==> config.mk <==
export PLATFORM = sky130hd
export DESIGN_NAME = pixel_readout_packer
export DESIGN_NICKNAME = d
export VERILOG_FILES = /design/src/rtl/pixel_readout_packer_pkg.sv /design/src/rtl/pixel_readout_packer_lane_packer.sv /design/src/rtl/pixel_readout_packer.sv
export SDC_FILE = /design/constraint.sdc
export NUM_CORES = 1
export LEC_CHECK = 0
export ABC_CLOCK_PERIOD_IN_PS = 1500
export BUFFER_PORTS_ARGS = -buffer_cell sky130_fd_sc_hd__buf_2
export CORE_ASPECT_RATIO = 0.8
export CORE_MARGIN = 2
export CORE_UTILIZATION = 50
export CTS_CLUSTER_DIAMETER = 100
export DETAILED_ROUTE_END_ITERATION = 10
export GPL_TIMING_DRIVEN = 0
export PLACE_DENSITY_LB_ADDON = 0.05
export SETUP_SLACK_MARGIN = 0.1
export SYNTH_ARGS = -nofsm -noshare
export SYNTH_HDL_FRONTEND = slang
export SYNTH_SLANG_ARGS = --single-unit
==> constraint.sdc <==
create_clock -name i_clk -period 1.5 [get_ports i_clk]
set_input_delay 0.3 -clock i_clk [delete_from_list [all_inputs] [get_ports i_clk]]
set_output_delay 0.3 -clock i_clk [all_outputs]
set_load 0.1 [all_outputs]
==> src/rtl/pixel_readout_packer_pkg.sv <==
// rtl/pixel_readout_packer_pkg.sv - shared types and default geometry for the pixel readout packer
// Purpose: readout mode/state enums, default array geometry, lane counter width helper.
// Ports: none (package).
package pixel_readout_packer_pkg;

  localparam int PIXEL_BITS         = 8;
  localparam int PIXEL_ARRAY_WIDTH  = 8;
  localparam int PIXEL_ARRAY_HEIGHT = 8;
  localparam int OUTPUT_BUS_WIDTH   = 4;

  typedef enum logic {
    READ_FULL     = 1'b0,
    READ_DECIMATE = 1'b1
  } readout_mode_t;

  typedef enum logic [1:0] {
    IDLE   = 2'd0,
    ACTIVE = 2'd1,
    DRAIN  = 2'd2
  } readout_state_t;

  // A single-lane bus still needs a one-bit lane counter.
  function automatic int lane_bits(input int bus_width);
    return (bus_width > 1) ? $clog2(bus_width) : 1;
  endfunction

endpackage

==> src/rtl/pixel_readout_packer_lane_packer.sv <==
// rtl/pixel_readout_packer_lane_packer.sv - gathers kept pixels into bus beats behind a valid/ready output register
// Purpose: lane counter, lane registers and the single output beat register.
// Ports:
//   i_clk, i_rst_n         clock, asynchronous active-low reset
//   i_clear                rewinds the lane counter at frame start
//   i_push, i_data         kept pixel to store in the current lane
//   i_first                pixel sits at column 0 (row start candidate)
//   i_last                 pixel is the last kept pixel of the frame
//   o_can_accept           output register can take a new beat this cycle
//   o_valid, i_ready       output handshake
//   o_data                 packed beat, lane 0 in the low bits
//   o_row_start, o_frame_end  beat qualifiers
module lane_packer #(
  parameter int PIXEL_BITS = 8,
  parameter int BUS_WIDTH  = 4
) (
  input  logic                             i_clk,
  input  logic                             i_rst_n,
  input  logic                             i_clear,
  input  logic                             i_push,
  input  logic [PIXEL_BITS-1:0]            i_data,
  input  logic                             i_first,
  input  logic                             i_last,
  output logic                             o_can_accept,
  output logic                             o_valid,
  input  logic                             i_ready,
  output logic [BUS_WIDTH*PIXEL_BITS-1:0]  o_data,
  output logic                             o_row_start,
  output logic                             o_frame_end
);
  import pixel_readout_packer_pkg::*;

  localparam int             LW        = lane_bits(BUS_WIDTH);
  localparam logic [LW-1:0]  LANE_LAST = LW'(BUS_WIDTH - 1);

  logic [LW-1:0]                        r_lane;
  logic [BUS_WIDTH-1:0][PIXEL_BITS-1:0] r_lanes;
  logic                                 r_first;
  logic                                 r_valid;
  logic [BUS_WIDTH*PIXEL_BITS-1:0]      r_data;
  logic                                 r_row_start;
  logic                                 r_frame_end;

  logic                                 w_beat_done;
  logic                                 w_row_start;
  logic [BUS_WIDTH-1:0][PIXEL_BITS-1:0] w_beat;

  assign w_beat_done = i_push && (r_lane == LANE_LAST);
  // Row-start belongs to whichever pixel landed in lane 0 of this beat.
  assign w_row_start = (r_lane == '0) ? i_first : r_first;

  // The completing pixel bypasses its lane register straight into the beat.
  always_comb begin
    w_beat                = r_lanes;
    w_beat[BUS_WIDTH-1]   = i_data;
  end

  always_ff @(posedge i_clk or negedge i_rst_n) begin
    if (!i_rst_n) begin
      r_lane      <= '0;
      r_lanes     <= '0;
      r_first     <= 1'b0;
      r_valid     <= 1'b0;
      r_data      <= '0;
      r_row_start <= 1'b0;
      r_frame_end <= 1'b0;
    end else begin
      if (i_clear) begin
        r_lane <= '0;
      end else if (i_push) begin
        r_lanes[r_lane] <= i_data;
        if (r_lane == '0) begin
          r_first <= i_first;
        end
        r_lane <= w_beat_done ? '0 : r_lane + 1'b1;
      end

      // A push only happens when o_can_accept was high, so a pending beat is never overwritten.
      if (w_beat_done) begin
        r_valid     <= 1'b1;
        r_data      <= w_beat;
        r_row_start <= w_row_start;
        r_frame_end <= i_last;
      end else if (i_ready) begin
        r_valid <= 1'b0;
      end
    end
  end

  assign o_can_accept = !r_valid || i_ready;
  assign o_valid      = r_valid;
  assign o_data       = r_data;
  assign o_row_start  = r_row_start;
  assign o_frame_end  = r_frame_end;

endmodule

==> src/rtl/pixel_readout_packer.sv <==
// rtl/pixel_readout_packer.sv - frame-level readout FSM, raster counters and decimation keep logic
// Purpose: sequences one frame of pixels into bus beats, full resolution or 2x2 decimated.
// Ports:
//   i_clk, i_rst_n                      clock, asynchronous active-low reset
//   i_frame_start, i_mode               arm a frame; mode sampled with the start pulse
//   i_in_valid, o_in_ready, i_in_data   raster-order pixel input stream
//   o_out_valid, i_out_ready, o_out_data  beat output stream
//   o_out_row_start, o_out_frame_end    beat qualifiers
//   o_frame_finished                    one-cycle pulse after the final beat leaves
//   o_busy                              frame in progress
//   o_err_overrun                       one-cycle pulse for an ignored frame start
module pixel_readout_packer #(
  parameter int PIXEL_BITS   = pixel_readout_packer_pkg::PIXEL_BITS,
  parameter int ARRAY_WIDTH  = pixel_readout_packer_pkg::PIXEL_ARRAY_WIDTH,
  parameter int ARRAY_HEIGHT = pixel_readout_packer_pkg::PIXEL_ARRAY_HEIGHT,
  parameter int BUS_WIDTH    = pixel_readout_packer_pkg::OUTPUT_BUS_WIDTH
) (
  input  logic                             i_clk,
  input  logic                             i_rst_n,
  input  logic                             i_frame_start,
  input  logic                             i_mode,
  input  logic                             i_in_valid,
  output logic                             o_in_ready,
  input  logic [PIXEL_BITS-1:0]            i_in_data,
  output logic                             o_out_valid,
  input  logic                             i_out_ready,
  output logic [BUS_WIDTH*PIXEL_BITS-1:0]  o_out_data,
  output logic                             o_out_row_start,
  output logic                             o_out_frame_end,
  output logic                             o_frame_finished,
  output logic                             o_busy,
  output logic                             o_err_overrun
);
  import pixel_readout_packer_pkg::*;

  localparam int            CW            = $clog2(ARRAY_WIDTH);
  localparam int            RW            = $clog2(ARRAY_HEIGHT);
  localparam logic [CW-1:0] COL_LAST      = CW'(ARRAY_WIDTH - 1);
  localparam logic [CW-1:0] COL_LAST_KEPT = CW'(ARRAY_WIDTH - 2);
  localparam logic [RW-1:0] ROW_LAST      = RW'(ARRAY_HEIGHT - 1);
  localparam logic [RW-1:0] ROW_LAST_KEPT = RW'(ARRAY_HEIGHT - 2);

  readout_state_t r_state;
  readout_state_t w_next_state;
  readout_mode_t  r_mode;
  logic [CW-1:0]  r_col;
  logic [RW-1:0]  r_row;
  logic           r_finished;
  logic           r_err;

  logic w_start;
  logic w_in_fire;
  logic w_keep;
  logic w_last_pixel;
  logic w_last_kept;
  logic w_can_accept;
  logic w_drain_done;

  assign w_start      = i_frame_start && (r_state == IDLE);
  assign w_in_fire    = i_in_valid && o_in_ready;
  assign w_last_pixel = (r_col == COL_LAST) && (r_row == ROW_LAST);
  // Decimation keeps the top-left pixel of every 2x2 block.
  assign w_keep       = (r_mode == READ_FULL) || (!r_col[0] && !r_row[0]);
  assign w_last_kept  = (r_mode == READ_FULL) ? w_last_pixel
                                              : ((r_col == COL_LAST_KEPT) && (r_row == ROW_LAST_KEPT));
  // In decimated mode the final beat may already be gone before the raster ends,
  // so the drain also completes on an empty output register.
  assign w_drain_done = (r_state == DRAIN) && (!o_out_valid || i_out_ready);

  // State register
  always_ff @(posedge i_clk or negedge i_rst_n) begin
    if (!i_rst_n) begin
      r_state <= IDLE;
    end else begin
      r_state <= w_next_state;
    end
  end

  // Next-state logic
  always_comb begin
    w_next_state = r_state;
    case (r_state)
      IDLE:    if (i_frame_start)                w_next_state = ACTIVE;
      ACTIVE:  if (w_in_fire && w_last_pixel)    w_next_state = DRAIN;
      DRAIN:   if (w_drain_done)                 w_next_state = IDLE;
      default:                                   w_next_state = IDLE;
    endcase
  end

  // Output logic
  always_comb begin
    o_in_ready = 1'b0;
    o_busy     = (r_state != IDLE);
    if (r_state == ACTIVE) begin
      o_in_ready = w_can_accept;
    end
  end

  always_ff @(posedge i_clk or negedge i_rst_n) begin
    if (!i_rst_n) begin
      r_mode     <= READ_FULL;
      r_col      <= '0;
      r_row      <= '0;
      r_finished <= 1'b0;
      r_err      <= 1'b0;
    end else begin
      if (w_start) begin
        r_mode <= readout_mode_t'(i_mode);
        r_col  <= '0;
        r_row  <= '0;
      end else if (w_in_fire) begin
        if (r_col == COL_LAST) begin
          r_col <= '0;
          r_row <= (r_row == ROW_LAST) ? '0 : r_row + 1'b1;
        end else begin
          r_col <= r_col + 1'b1;
        end
      end
      r_finished <= w_drain_done;
      r_err      <= i_frame_start && (r_state != IDLE);
    end
  end

  assign o_frame_finished = r_finished;
  assign o_err_overrun    = r_err;

  lane_packer #(
    .PIXEL_BITS (PIXEL_BITS),
    .BUS_WIDTH  (BUS_WIDTH)
  ) u_lane_packer (
    .i_clk        (i_clk),
    .i_rst_n      (i_rst_n),
    .i_clear      (w_start),
    .i_push       (w_in_fire && w_keep),
    .i_data       (i_in_data),
    .i_first      (r_col == '0),
    .i_last       (w_last_kept),
    .o_can_accept (w_can_accept),
    .o_valid      (o_out_valid),
    .i_ready      (i_out_ready),
    .o_data       (o_out_data),
    .o_row_start  (o_out_row_start),
    .o_frame_end  (o_out_frame_end)
  );

endmodule

; After elaboration in Yosys (flattened, before gate mapping)
; Cells that the tools add are included.
[classes]
mux = 22
reduce_logical = 27
n_eq_ne = 10
magnitude_cmp = 2
add_sub_neg = 3
bitwise_logic = 2
[op_table]
columns = cell, n
row1 = 32-bit bitwise mux, 1
row2 = 3-bit 2-to-1 mux, 7
row3 = 8-bit demux with 2-bit select, 1
row4 = 3-bit == test (second input constant), 4
row5 = 2-bit 2-to-1 mux, 6
row6 = 1-bit logical AND, 11
row7 = 2-bit nonzero test, 5
row8 = 8-bit 2-to-1 mux, 1
row9 = 3-bit by 1-bit adder with 3-bit output (second input constant), 2
row10 = 2-bit != test (second input constant), 3
row11 = 2-bit one-hot mux with 3 select lines, 1
row12 = 1-bit 2-to-1 mux, 5
row13 = 2-bit == test (second input constant), 2
row14 = 2-bit logical NOT, 2
row15 = 2-bit AND reduction, 2
row16 = 1-bit logical NOT, 3
row17 = 3-bit logical NOT, 1
row18 = 2-bit by 3-bit less-than comparator with 1-bit output (second input constant), 1
row19 = 3-bit AND reduction, 1
row20 = 2-bit by 1-bit adder with 2-bit output (second input constant), 1
row21 = 2-bit by 1-bit == test with 1-bit output (second input constant), 1
row22 = 2-bit by 1-bit >= comparator with 1-bit output (second input constant), 1
row23 = 1-bit logical OR, 2
row24 = 1-bit NOT, 2
[word_totals]
ff_bits = 81
inputBits = 14

; Logic depth before layout (Yosys ltp)
[depth]
depth_word = 9
depth_mapped = 6

; Modules after synthesis
; A second synthesis with hierarchy kept.
[hier_totals]
hier_cells = 205
hier_area_um2 = 3139.3
[by_module_without_submodules]
columns = module, cells_each, area_each_um2, instances
row1 = lane_packer, 144, 2522.4, 1
row2 = pixel_readout_packer, 61, 616.8, 1

; Least setup slack after synthesis
; No wires, ideal clock.
[synth_path]
path_type = reg2out
startpoint = reg u_lane_packer.r_valid (netlist: u_lane_packer.o_valid)
endpoint = out o_in_ready
path_stages_with_launch = 3
path_buffers = 0
arrival_ns = 2.324
required_ns = 1.200
slack_ns = -1.124
path_cell_list = dfrtp_1 -> nor2b_1 -> nor2_1
[synth_between]
elab_chain_len = 3
[synth_rtl]
columns = element, line_no
row1 = start: declaration, pixel_readout_packer_lane_packer.sv:39  ; logic r_valid;
row2 = start signal: assignment, pixel_readout_packer_lane_packer.sv:63  ; r_valid <= 1'b0;
row3 = start signal: assignment, pixel_readout_packer_lane_packer.sv:80  ; r_valid <= 1'b1;
row4 = start signal: assignment, pixel_readout_packer_lane_packer.sv:85  ; r_valid <= 1'b0;
row5 = 1-bit logical NOT, pixel_readout_packer_lane_packer.sv:90  ; assign o_can_accept = !r_valid || i_ready;
row6 = 1-bit logical OR, pixel_readout_packer_lane_packer.sv:90
row7 = 1-bit 2-to-1 mux, pixel_readout_packer.sv:94  ; if (r_state == ACTIVE) begin
row8 = end: declaration, pixel_readout_packer.sv:23  ; output logic o_in_ready,
; No other way between the ends.

; Worst setup path after layout
[layout_path]
startpoint = reg r_state[1]
endpoint = reg u_lane_packer.r_data[2] (netlist: u_lane_packer.o_data[2])
[layout_between]
elab_chain_len = 5
[layout_rtl]
columns = element, line_no
row1 = start: declaration, pixel_readout_packer.sv:43  ; readout_state_t r_state;
row2 = start signal: assignment, pixel_readout_packer.sv:75  ; r_state <= w_next_state;
row3 = 2-bit by 1-bit == test with 1-bit output, pixel_readout_packer.sv:94
row4 = 1-bit 2-to-1 mux, pixel_readout_packer.sv:94
row5 = 1-bit logical AND, pixel_readout_packer.sv:60  ; assign w_in_fire = i_in_valid && o_in_ready;
row6 = 1-bit logical AND, pixel_readout_packer.sv:134  ; .i_push (w_in_fire && w_keep),
row7 = 1-bit logical AND, pixel_readout_packer_lane_packer.sv:48  ; assign w_beat_done = i_push && (r_lane == LANE_LAST);
row8 = end signal: assignment, pixel_readout_packer_lane_packer.sv:81  ; r_data <= w_beat;
row9 = end: declaration, pixel_readout_packer_lane_packer.sv:40  ; logic [BUS_WIDTH*PIXEL_BITS-1:0] r_data;
; No other way between the ends.
; A chain may end at the register's enable or synchronous reset.

==> impl_metrics.yaml <==
logic_synthesis:
  ys_ff_latch: 73
  synth-edff-count: 0
  synth_cell_type_count: 24
  ys.flop_type: "dfrtp_1"
  synth_area_sq_mm: 0.003113
  syn_nets: 236
  netlist_instances: 211
  synth_warnings: 0
  yosysSeqAreaShare: 0.5868
  syn_avg_cell_area_sq_um: 14.75
  async_flop_share: 1.000
sta:
  grt_setup_unrepaired: "true"
  fin_skew_ps: 11.03
  final_hold_viol_count: 0
  slew_violations: 0
  fin_ws_ps: -215.6
  slew_headroom: 0.7542
  period_minus_slack_ps: 1716
  fin_crit_sh: 1.144
  max_freq_ghz: 0.5829
  report.final.setup_viol: 65
  tightest_slew_ps: 368.8
floorplanning:
  io_pins: 53
  die_h_um: 74.58
  dieArea_sq_mm: 0.006877
  floorplan.initialDensity: 0.5210
  dieWidth_um: 92.22
  core_sq_mm: 0.005974
  rows: 25
hold_path:
  hp-class: "in -> reg"
finish:
  antenna_cells: 0
  drive_gt1_frac: 0.5642
  multi_input_comb_area_sq_mm: 0.001328
  fin_nets: 316
  layout_common_cells: "dfrtp_1, buf_4, mux2_2"
  fillers: 409
  area_delta_synth_final_pct: 33.40
  seq_area_sq_mm: 0.001832
  final_common_cell: "dfrtp_1"
  final_area_sq_mm: 0.004153
placed_design:
  gp_congestion: 0.7161
  placed_area_sq_mm: 0.003567
  hpwl_mm: 3.825
  portBuffers: 52
detailed_routing:
  dr_total_vias: 1883
  wl_met1_mm: 3.020
  firstDrtPassIters: 4
  antenna_left: 0
  met3_length_um: 246
  wl_met2_mm: 2.773
  routedWlPerCell_um: 16.19
  top_layer_used: "met4"
  drt-vias-per-instance: 4.995
  first_iter_violations: 34
  totalWireLength_mm: 6.104
  post-route-drc-count: 0
worst_setup_path:
  cp_max_fo: 10
  cp.required_ps: 1730
  worstSetupEndpoint: "u_lane_packer.o_data[2]$_DFFE_PN0P_"
  rr_endpoint: "u_lane_packer.o_data[2]$_DFFE_PN0P_"
  r2r_slack_ps: -220
  endpoint_kind: "flop"
  start_kind: "flop"
  crit_type: "reg -> reg"
  r2r_cells: 6
  timing.critical_path.arrival_ps: 1940
  r2r-start: "r_state[1]$_DFFE_PN0P_"
  critPathLaunch: "r_state[1]$_DFFE_PN0P_"
grt:
  grt_first_pass_wirelength_mm: 9.577
  grt_util_all_layers: 0.1882
  antenna_found_initial: 0
  overflow: 0
  grt_max_degree: 54
  grt_pass1_vias: 1794
clock_network:
  clock_path_buffers: 2
  clk_pin_slew_ps: 80
  cts_buffers: 9
  cts.sinks: 73
  htreeDepth: 3
  cts_tree: "yes"
  clock-root-buffer: "clkbuf_8"
  clk-insertion-delay-late_ps: 350
status:
  violations: "setup timing"
  status: "finished, violations left"
job:
  drv_cap: 0
[through the flow]
stage	util	setup TNS, ps	hold slack [ps]	worst slack [ps]	std cells
after floorplan	-	-20460	4.409	-370.7	211
after global placement	0.5920	-36100	469.3	-565.1	344
after detailed placement	0.5971	-12440	212.1	-257.7	345
after CTS	0.6756	-11360	173.7	-209.3	371
after global routing	0.6951	-14300	194.2	-261.0	377
final	0.6951	-10740	189.7	-215.6	377
[flip-flops by register name (all words and copies together), names as in the netlist, 2 cells and up]
signal                 cells
r_state                    2
u_lane_packer.r_lane       2
u_lane_packer.o_data      32
r_row                      3
u_lane_packer.r_lanes     24
r_col                      3
[cell families after synthesis]
kind of cell             count (synthesis)  share of synthesized area
AO/OA/AOI/OAI                           11                    0.01929
adder cells (fa/ha/maj)                 11                    0.04421
buffers and inverters                   13                    0.02412
flip-flops                              73                     0.5868
multiplexers                            61                     0.2556
AND/OR/NAND/NOR                         42                    0.06994
[how the worst min path moves through the flow]
stage          slack (ps)  cells after the start                              endpoint              startpoint
3_3_place_gp          470                      1                r_state[0]$_DFFE_PN0P_  r_state[1]$_DFFE_PN0P_
6_report              190                      2                    r_mode$_DFFE_PN0N_                  i_mode
3_5_place_dp          210                      1  u_lane_packer.o_data[29]$_DFFE_PN0P_                 i_rst_n
4_1_cts               170                      2                    r_mode$_DFFE_PN0N_                  i_mode
2_1_floorplan           4                      0               o_err_overrun$_DFF_PN0_                 i_rst_n
5_1_grt               190                      2                    r_mode$_DFFE_PN0N_                  i_mode
[cells in the mapped netlist (2+ instances only)]
| master | instances | area share |
|---|---|---|
| nand2_1 | 16 | 0.019 |
| mux2_4 | 29 | 0.14 |
| inv_1 | 8 | 0.0096 |
| o22ai_1 | 2 | 0.0040 |
| nand2_2 | 3 | 0.0060 |
| dfrtp_1 | 73 | 0.59 |
| o21ai_0 | 7 | 0.011 |
| nand3_1 | 3 | 0.0048 |
| nand2b_1 | 2 | 0.0040 |
| buf_6 | 3 | 0.011 |
| nor2_1 | 8 | 0.0096 |
| nor2b_1 | 3 | 0.0060 |
| nor3_1 | 2 | 0.0032 |
| ha_1 | 11 | 0.044 |
| mux2_2 | 32 | 0.12 |
[per-layer routing]
layer  track usage  up-vias
met3       0.05876        4
met2        0.2810       41
met1        0.2696      947
met4       0.05473        0
met5             0        -
li1              -      891
[timing repair]
| item | 4_1_cts | 5_1_grt |
|---|---|---|
| gates resized for setup | 51 | 15 |
| setup endpoints to repair | 104 | 76 |
| hold buffers | 1 | 0 |
| pin swaps | 1 | 0 |
| setup buffers | 8 | 5 |
| cloned | 1 | 1 |
| hold endpoints to repair | 20 | 0 |
[worst max-delay path, cell delays in order (launching register included)]
cell and delay [ps]:
dfrtp_1 410, nand2b_4 180, and4bb_1 300, buf_6 150, nand2_8 80, buf_8 170, mux2_4 300
[cell type report]
class	count	share of cell area
Clock buffer	9	0.02983
Clock inverter	7	0.02471
Sequential cell	73	0.4411
Inverter	8	0.007231
Timing Repair Buffer	68	0.1350
Buffer	5	0.01808
Tap cell	81	0.02440
Multi-Input combinational cell	126	0.3197
Power is not shown: default switching activity piles up to over one toggle a cycle in this logic, so the estimate is an artifact.
